<file path="src/rtl/pwm_multi_channel.sv">
// Multi-channel PWM: CHANNELS outputs share one programmable period counter.
// Button duty steps and period/mode changes are shadowed to the period boundary.
module pwm_lane #(
   parameter int CNT_W     = 8,
   parameter int STEP      = 1,
   parameter int DUTY_INIT = 5
) (
   input  logic             clk,
   input  logic             rst_n,
   input  logic             inc,
   input  logic             dec,
   input  logic             boundary,
   input  logic [CNT_W-1:0] pe,
   input  logic [CNT_W-1:0] cnt,
   output logic [CNT_W-1:0] duty,
   output logic             pwm
);
   localparam logic [CNT_W-1:0] STEP_N = CNT_W'(STEP);
   localparam logic [CNT_W:0]   STEP_X = (CNT_W+1)'(STEP);

   logic [CNT_W-1:0] shadow;
   logic [CNT_W:0]   sum;
   logic [CNT_W-1:0] inc_val, dec_val;

   // One extra bit of headroom so increments saturate instead of wrapping.
   assign sum     = {1'b0, shadow} + STEP_X;
   assign inc_val = (sum > {1'b0, pe}) ? pe : sum[CNT_W-1:0];
   assign dec_val = (shadow < STEP_N) ? '0 : shadow - STEP_N;

   always_ff @(posedge clk) begin
      if (!rst_n) begin
         shadow <= CNT_W'(DUTY_INIT);
         duty   <= CNT_W'(DUTY_INIT);
         pwm    <= 1'b0;
      end else begin
         if (inc)      shadow <= inc_val;
         else if (dec) shadow <= dec_val;
         if (boundary) duty <= (shadow > pe) ? pe : shadow;
         pwm <= (cnt < duty);
      end
   end
endmodule

module pwm_multi_channel #(
   parameter int CHANNELS    = 4,
   parameter int CNT_W       = 8,
   parameter int DEB_DIV     = 2,
   parameter int STEP        = 1,
   parameter int DUTY_INIT   = 5,
   parameter int PERIOD_INIT = 10,
   localparam int SEL_W      = (CHANNELS > 1) ? $clog2(CHANNELS) : 1
) (
   input  logic                clk,
   input  logic                rst_n,
   input  logic                ui_increase_duty,
   input  logic                ui_decrease_duty,
   input  logic [SEL_W-1:0]    ui_ch_sel,
   input  logic [CNT_W-1:0]    ui_period,
   input  logic                ui_center,
   output logic [CHANNELS-1:0] uo_pwm,
   output logic                uo_period_start,
   output logic [CNT_W-1:0]    uo_duty
);
   localparam int TICK_W = (DEB_DIV > 1) ? $clog2(DEB_DIV) : 1;

   typedef enum logic {UP, DOWN} dir_t;

   logic [TICK_W-1:0] tick_cnt;
   logic              tick;
   logic              inc_q1, inc_q2, dec_q1, dec_q2;
   logic              press_inc, press_dec, sel_ok, do_inc, do_dec;
   logic [CNT_W-1:0]  pe, per, per_m1, cnt, cnt_nxt, per_nxt;
   logic              center, center_nxt, boundary;
   dir_t              dir, dir_nxt;
   logic [CHANNELS-1:0][CNT_W-1:0] duty_act;

   assign tick = (tick_cnt == TICK_W'(DEB_DIV - 1));

   always_ff @(posedge clk) begin
      if (!rst_n) begin
         tick_cnt <= '0;
         inc_q1 <= 1'b0; inc_q2 <= 1'b0;
         dec_q1 <= 1'b0; dec_q2 <= 1'b0;
      end else begin
         tick_cnt <= tick ? '0 : tick_cnt + TICK_W'(1);
         if (tick) begin
            inc_q1 <= ui_increase_duty; inc_q2 <= inc_q1;
            dec_q1 <= ui_decrease_duty; dec_q2 <= dec_q1;
         end
      end
   end

   // Rising edge seen across two sample ticks; simultaneous inc+dec cancels.
   assign press_inc = inc_q1 & ~inc_q2 & tick;
   assign press_dec = dec_q1 & ~dec_q2 & tick;
   assign sel_ok    = ({1'b0, ui_ch_sel} < (SEL_W+1)'(CHANNELS));
   assign do_inc    = press_inc & ~press_dec & sel_ok;
   assign do_dec    = press_dec & ~press_inc & sel_ok;

   assign pe     = (ui_period == '0) ? CNT_W'(1) : ui_period;
   assign per_m1 = per - CNT_W'(1);

   always_comb begin
      cnt_nxt    = cnt + CNT_W'(1);
      dir_nxt    = dir;
      per_nxt    = per;
      center_nxt = center;
      boundary   = 1'b0;
      if (center) begin
         // Center mode dwells one extra cycle at each end of the ramp.
         if (dir == UP) begin
            if (cnt == per_m1) begin
               cnt_nxt = cnt;
               dir_nxt = DOWN;
            end
         end else if (cnt == '0) begin
            boundary = 1'b1;
         end else begin
            cnt_nxt = cnt - CNT_W'(1);
         end
      end else if (cnt == per_m1) begin
         boundary = 1'b1;
      end
      if (boundary) begin
         cnt_nxt    = '0;
         dir_nxt    = UP;
         per_nxt    = pe;
         center_nxt = ui_center;
      end
   end

   always_ff @(posedge clk) begin
      if (!rst_n) begin
         cnt             <= '0;
         dir             <= UP;
         per             <= CNT_W'(PERIOD_INIT);
         center          <= 1'b0;
         uo_period_start <= 1'b0;
      end else begin
         cnt             <= cnt_nxt;
         dir             <= dir_nxt;
         per             <= per_nxt;
         center          <= center_nxt;
         uo_period_start <= (cnt == '0) && (dir == UP);
      end
   end

   for (genvar i = 0; i < CHANNELS; i++) begin : g_lane
      logic hit;
      assign hit = (ui_ch_sel == SEL_W'(i));
      pwm_lane #(.CNT_W(CNT_W), .STEP(STEP), .DUTY_INIT(DUTY_INIT)) u_lane (
         .clk      (clk),
         .rst_n    (rst_n),
         .inc      (do_inc & hit),
         .dec      (do_dec & hit),
         .boundary (boundary),
         .pe       (pe),
         .cnt      (cnt),
         .duty     (duty_act[i]),
         .pwm      (uo_pwm[i])
      );
   end

   assign uo_duty = sel_ok ? duty_act[ui_ch_sel] : '0;
endmodule

</file>
<file path="config.mk">
export PLATFORM = sky130hd
export DESIGN_NAME = pwm_multi_channel
export DESIGN_NICKNAME = d
export VERILOG_FILES = /design/src/rtl/pwm_multi_channel.sv
export SDC_FILE = /design/constraint.sdc
export NUM_CORES = 1
export LEC_CHECK = 0
export CORE_AREA = 2 2 147 149
export DETAILED_ROUTE_END_ITERATION = 6
export DIE_AREA = 0 0 149 151
export DONT_BUFFER_PORTS = 1
export SKIP_LAST_GASP = 1
export SLEW_MARGIN = 20
export SYNTH_ARGS = -nofsm -noshare
export SYNTH_HDL_FRONTEND = slang
export SYNTH_HIERARCHICAL = 1
export SYNTH_SLANG_ARGS = --single-unit
</file>
<file path="constraint.sdc">
create_clock -name clk -period 9.4 [get_ports clk]
set_input_delay 2.82 -clock clk [delete_from_list [all_inputs] [get_ports clk]]
set_output_delay 2.82 -clock clk [all_outputs]
set_load 0.005 [all_outputs]
</file>
## Word-level counts from Yosys, hierarchy flattened

Cells that the tools add are included.

- Logic and storage cells: 118
- Register bits after elaboration: 92
- Input bits: 15
- Output and inout port bits: 13

- Equal/unequal tests: 5
- $lt $le $gt $ge: 17
- Multiplexer cells: 32
- Reductions and logical operators: 10
- Add/sub/neg operators: 12
- Bitwise gates (word level): 20

Operators with widths:

| cell | count |
|---|---|
| $mux 8 | 26 |
| $sub 8x1->8 const B | 6 |
| $add 8x1->9 const B | 4 |
| $gt 9x8->1 | 4 |
| $gt 8x8->1 | 4 |
| $lt 8x1->1 const B | 4 |
| $lt 8x8->1 | 4 |
| $bmux 8 s2 | 1 |
| $logic_not 8->1 | 2 |
| $and 1x1->1 | 14 |
| $add 8x1->8 const B | 1 |
| $eq 8x8->1 | 1 |
| $reduce_bool 2->1 | 4 |
| $not 1->1 | 6 |
| $mux 1 | 5 |
| $eq 2x2->1 const B | 2 |
| $reduce_or 2->1 | 2 |
| $lt 2x3->1 const B | 1 |
| $ne 3x3->1 const B | 1 |
| $eq 2x1->1 const B | 1 |
| $logic_not 2->1 | 1 |
| $add 1x1->1 const B | 1 |
| $logic_and 1x1->1 | 1 |

## Longest topological paths before layout

Gate-level depths: netlist of the first run.

- Word-level depth: 8
- Depth in mapped cells: 13
- Gate-level depth less buffers: 11

## Cells and area by module

Netlist of the first run, hierarchy kept.

By module, submodules not included:

| module | area each (um2) | instances | sequential area each (um2) | cells an instance |
|---|---|---|---|---|
| pwm_lane (g_lane[1].u_lane ...) | 1562.7 | 3 | 340.3 | 186 |
| pwm_multi_channel | 1819.2 | 1 | 480.5 | 209 |
| pwm_lane (g_lane[0].u_lane) | 1751.7 | 1 | 340.3 | 220 |

## Worst setup path after synthesis of the first run

OpenSTA, ideal clock, no wires.

- Path kind: input port to output port
- Start point: input port ui_ch_sel[0]
- End point: output port uo_duty[2]
- Buffers on the path: 1
- Data required time: 6.580 ns
- Cell stages on the path: 2
- Setup slack: 2.827 ns
- Data arrival time: 3.753 ns
- Cells stage by stage: clkbuf_1 -> mux4_2

- Cells in the longest elaborated chain, start to end: 2

RTL lines:

| element | line | source |
|---|---|---|
| start, declared | 57 | `input logic [SEL_W-1:0] ui_ch_sel,` |
| $bmux 8 s2 | 164 | `assign uo_duty = sel_ok ? duty_act[ui_ch_sel] : '0;` |
| $mux 8 (implied by the code) | 164 |  |
| end, declared | 62 | `output logic [CNT_W-1:0] uo_duty` |

Every way passes these cells. The select of a mux whose other input is x is not followed.

## Final worst setup path of the first run

- Start point: input port ui_ch_sel[0]
- End point: output port uo_duty[1]

Same word-level chain as after synthesis.

==> results of run 1 <==
-- worst paths after layout --
kind / from / end
worst max-delay path: ui_ch_sel[0] / uo_duty[1]
worst min-delay path: per[7] / per[7]
worst max register to register: cnt[2] / g_lane[0].u_lane/duty[4]
worst min register to register: per[7] / per[7]
-- state kept, by name, summed over array words and instances, names as in the netlist --
name                  cells
tick                      1
cnt                       8
g_lane.u_lane/shadow     32
inc_q2                    1
center                    1
dir                       1
g_lane.u_lane/pwm         4
dec_q2                    1
per                       8
uo_period_start           1
dec_q1                    1
g_lane.u_lane/duty       32
inc_q1                    1
-- power breakdown --
part           switching (W)  internal (W)
clock network       0.000186      0.000214
logic              0.0000443     0.0000377
registers         0.00000914      0.000394
total               0.000239      0.000646
-- cells in the mapped netlist, types with 11 or more instances --
master,count
o22ai_1,15
clkbuf_1,34
nand3_1,38
mux2i_1,62
o211ai_1,17
nand2b_1,14
inv_1,88
nor2b_1,19
nor3_1,36
nor2_1,31
or3_1,14
nand2_1,60
a21o_1,11
nand4_1,16
xnor2_1,27
o21ai_0,52
a21oi_1,83
dfxtp_1,92
nor3b_1,12
ha_1,104
-- cell families (layout without fill, tap and decap cells) --
kind of cell	count (synthesis)	after routing	share of synthesized area
AND/OR/NAND/NOR	279	279	0.186
AO/OA/AOI/OAI	256	256	0.213
buffers and inverters	147	106	0.0785
adder cells (fa/ha/maj)	104	104	0.158
flip-flops	92	92	0.223
multiplexers	75	75	0.105
XOR/XNOR	34	34	0.0361
-- final cells by class --
| class | count | area (sq um) | share of cell area |
|---|---|---|---|
| repair buffers | 2 | 15.0 | 0.00174 |
| flip-flops and latches | 92 | 1840 | 0.214 |
| clock inverters | 7 | 92.6 | 0.0107 |
| multi-input cells | 748 | 5770 | 0.670 |
| well taps | 275 | 344 | 0.0399 |
| inverters | 88 | 330 | 0.0383 |
| clock buffers | 9 | 225 | 0.0261 |
-- routing by layer --
metal  up-vias  part of all wire  GRT usage
met3        23             0.036     0.0208
li1       3519                 -          -
met2       127              0.45      0.318
met5         -                 0          0
met4         0             0.017     0.0624
met1      3328              0.50      0.276
-- per-stage QoR --
| stage | std cells | hold WS [ns] |
|---|---|---|
| after global routing | 1221 | 0.520 |
| after global placement | 1205 | 0.460 |
| final | 1221 | 0.486 |
| after detailed placement | 1205 | 0.475 |
| after CTS | 1221 | 0.487 |
| after floorplan | 987 | 0.451 |
==> metrics.yaml, run 1 <==
synth_fp_nets: 1106
finalHoldViolCount: 0
cts.path.max_buffers: 2
routed_via_density: 5.73
setup_viol: 0
total_power_w: 0.000885
whs_path_depth: 2
area_growth_pct: 4.41
cp.depth: 1
crit_type: "in2out"
clk_pin_slew_ns: 0.08
final_common_cell: "ha_1"
postSynthCellCount: 987
synth_cell_types: 78
regToRegSetupSlack_ns: 5.98
outcome: "finished, final reports clean"
syn_area_per_cell_sq_um: 8.37
min_period_ns: 6.19
numCtsBuffers: 9
min_path_type: "reg2reg"
layout-drive-gt1-share: 0.0740
postCtsSetupRepairBufs: 0
drc: 0
dr.pass1.iters: 5
globalRoute.totalOverflow: 0
start_kind: "input port"
vdd_drop_max_v: 0.0000623
synth_seq_cells: 92
diodes: 0
slowest_stage: "mux4_2"
grt_antenna_before_repair: 0
cts_root_buf: "clkbuf_16"
detail-route-antenna-nets: 0
crit_buf_inv: 0
worst_slack_ns: 3.21
port_buffers: 0
synth_top_area_frac: 0.223
worstPathArrival_ns: 3.37
clkSinkCount: 92
utilization: 0.414
yosys.area.top_type: "dfxtp_1"
final_nets: 1060
die-area_sq_um: 22500
nFillCells: 2111
rsz0062_at_grt: "no"
hpwl_mm: 15.4
timing.setup.tns_ns: 0
grt_max_degree: 93
async_reset_ff_frac: 0
grt_pass1_wl_mm: 35.5
postCtsHoldBufs: 0
rows: 53
clock_latency_ns: 0.36
slew_violations: 0
place_worst_setup_slack_ns: 3.22
ys.warnings.count: 6
max_slew.worst_pin.slew_ns: 1.01
postPlaceCellArea_sq_um: 8310
mostFrequentLayoutCells: "ha_1, dfxtp_1, inv_1"
path_cells: "mux4_2"
ys_top_cells_by_area: "dfxtp_1, ha_1, mux2i_1"
synth_edf_count: 0
cts_tree: "yes"
io-pin-count: 28
r2r_cells: 7
skew_ns: 0.00807
cp-end-kind: "output port"
initial_core_util: 0.397
drt_wl_total_mm: 21.3
die_y_microns: 151
htreeDepth: 3
yosysSeqAreaShare: 0.223
design_area_sq_um: 8620
relSlewSlack: 0.326
wl_per_cell_microns: 17.4
max_stage_delay_ns: 0.55
grt_usage: 0.197
grt_pass1_vias: 6762
core-area_sq_um: 20800
dieWidth_microns: 149
maxCapViolations: 0
vias: 6997
synth_area_sq_um: 8260
power.leakage_nw: 3.49
drtIter0Drc: 473
layout_worst_path_cycle_share: 0.659
crit_required_ns: 6.58
crit_path_max_fanout: 13
place.gp.congestion: 0.860
powerDensity_nw_per_um2: 103
cpLargestDelayFamily: "multiplexers"
ys.flop_type: "dfxtp_1"
fmax_ghz: 0.161
cts_resized: 0
Note: power is estimated with default switching activity, not from simulation.
==> inputs of run 2 (changes only) <==
==> constraint.sdc (replaced) <==
create_clock -name clk -period 5.3 [get_ports clk]
set_input_delay 1.59 -clock clk [delete_from_list [all_inputs] [get_ports clk]]
set_output_delay 1.59 -clock clk [all_outputs]
set_load 0.005 [all_outputs]
==> run 2 against run 1 <==
Hold slack gained 0.011 ns. Combinational power rose by 78%. Flip-flop and latch count is the same. Critical path type unchanged. Critical endpoint unchanged. Largest cell class unchanged. Largest power group unchanged.
==> metrics.yaml, run 2 (synthesized netlist as in run 1, its figures left out) <==
outcome: "finished, final reports clean"
mostFrequentLayoutCells: "ha_1, dfxtp_1, inv_1"
vdd_drop_max_v: 0.000137  # +120%
routed_via_density: 5.70  # -0.47%
final_common_cell: "ha_1"
slew_violations: 0  # unchanged
crit_type: "in2out"
clk_pin_slew_ns: 0.07  # about the same
area_growth_pct: 4.03
reg_top3: "g_lane.u_lane/duty x32, g_lane.u_lane/shadow x32"
htreeDepth: 3  # unchanged
numCtsBuffers: 9  # unchanged
drc: 0  # unchanged
powerDensity_nw_per_um2: 176  # +71%
cts_resized: 0  # unchanged
grt_usage: 0.199  # +0.00204
max_slew.worst_pin.slew_ns: 0.981  # -0.0285 ns
postCtsSetupRepairBufs: 0  # unchanged
wl_per_cell_microns: 17.8  # +2.3%
min_period_ns: 3.74
crit_buf_inv: 0  # unchanged
path_cells: "mux4_2"
rsz0062_at_grt: "no"
diodes: 0  # unchanged
grt_max_degree: 93  # unchanged
timing.setup.tns_ns: 0  # unchanged
relSlewSlack: 0.342  # +0.0164
cts.path.max_buffers: 2  # unchanged
io-pin-count: 28  # unchanged
drtIter0Drc: 489  # +3.4%
vias: 6964  # -0.47%
start_kind: "input port"
skew_ns: 0.00985  # +0.00178 ns
fmax_ghz: 0.267
fin_hold_ws_ns: 0.497  # +0.0113 ns
rows: 53  # unchanged
finalHoldViolCount: 0  # unchanged
cpLargestDelayFamily: "multiplexers"
grt_pass1_vias: 6496  # -3.9%
port_buffers: 0  # unchanged
maxCapViolations: 0  # unchanged
detail-route-antenna-nets: 0  # unchanged
die-area_sq_um: 22500  # unchanged
cts_root_buf: "clkbuf_16"
nFillCells: 2096  # -0.71%
cts_tree: "yes"
cp-end-kind: "output port"
clkSinkCount: 92  # unchanged
setup_viol: 0  # unchanged
initial_core_util: 0.397  # unchanged
grt_pass1_wl_mm: 35.5  # -0.16%
power.leakage_nw: 3.48  # -0.37%
layout_worst_path_cycle_share: 0.706
layout-drive-gt1-share: 0.0740  # unchanged
crit_required_ns: 3.71  # -2.87 ns
max_stage_delay_ns: 0.56  # about the same
dieWidth_microns: 149  # unchanged
crit_path_max_fanout: 13  # unchanged
hpwl_mm: 15.9  # +3.3%
grt_antenna_before_repair: 0  # unchanged
postCtsHoldBufs: 0  # unchanged
place.gp.congestion: 0.844  # -1.9%
globalRoute.totalOverflow: 0  # unchanged
core-area_sq_um: 20800  # unchanged
dr.pass1.iters: 5  # unchanged
final_nets: 1060  # unchanged
die_y_microns: 151  # unchanged
drt_wl_total_mm: 21.8  # +2.3%
clock_latency_ns: 0.36  # about the same
min_path_type: "reg2reg"
worstPathArrival_ns: 2.15  # -1.22 ns
slowest_stage: "mux4_2"
## run 2: cell types whose count changed in the layout (fill, tap and decap cells not counted)
cell and change:
inv_8 -1, bufinv_16 -1, inv_6 +4, clkinv_8 -1, clkinv_4 -1
## run 2: path summary, 6_finish.rpt
path                start                        to  slack (ns)  cells past startpoint
max reg2reg        cnt[2]  g_lane[1].u_lane/duty[5]        2.01                      8
max          ui_ch_sel[0]                uo_duty[1]        1.56                      1
min reg2reg           dir           uo_period_start        0.50                      1
min                   dir           uo_period_start        0.50                      1
## run 2: metal layers
metal  track usage  part of all wire  vias up
li1              -                 -     3523
met1         0.279              0.48     3256
met2         0.311              0.45      159
met3        0.0325             0.051       26
met4        0.0671             0.021        0
met5             0                 0        -
## run 2: stage by stage
stage                util  total power, W  area [sq um]  instances  worst slack (ns)
floorplan               -        0.000860          8260        987              1.19
global placement    0.399        0.000876          8310       1205              1.41
detailed placement  0.399        0.000876          8310       1205              1.38
CTS                 0.413         0.00153          8590       1221              1.56
global route        0.413         0.00158          8590       1221              1.56
finish              0.413         0.00151          8590       1221              1.56
## run 2: final cells by class
class	instances	area [sq um]	area share
multi-input combinational	748	5770	0.672
sequential	92	1840	0.214
tap	275	344	0.0400
inverter	88	330	0.0384
clock buffer	9	225	0.0262
clock inverter	7	61.3	0.00714
timing repair buffer	2	15.0	0.00175
## run 2: power breakdown
group	internal, W	total (W)	switching, W	leakage [nW]
Clock	0.000331	0.000648	0.000317	0.143
Sequential	0.000700	0.000716	0.0000158	0.745
Combinational	0.0000668	0.000146	0.0000795	2.59
Total	0.00110	0.00151	0.000413	3.48
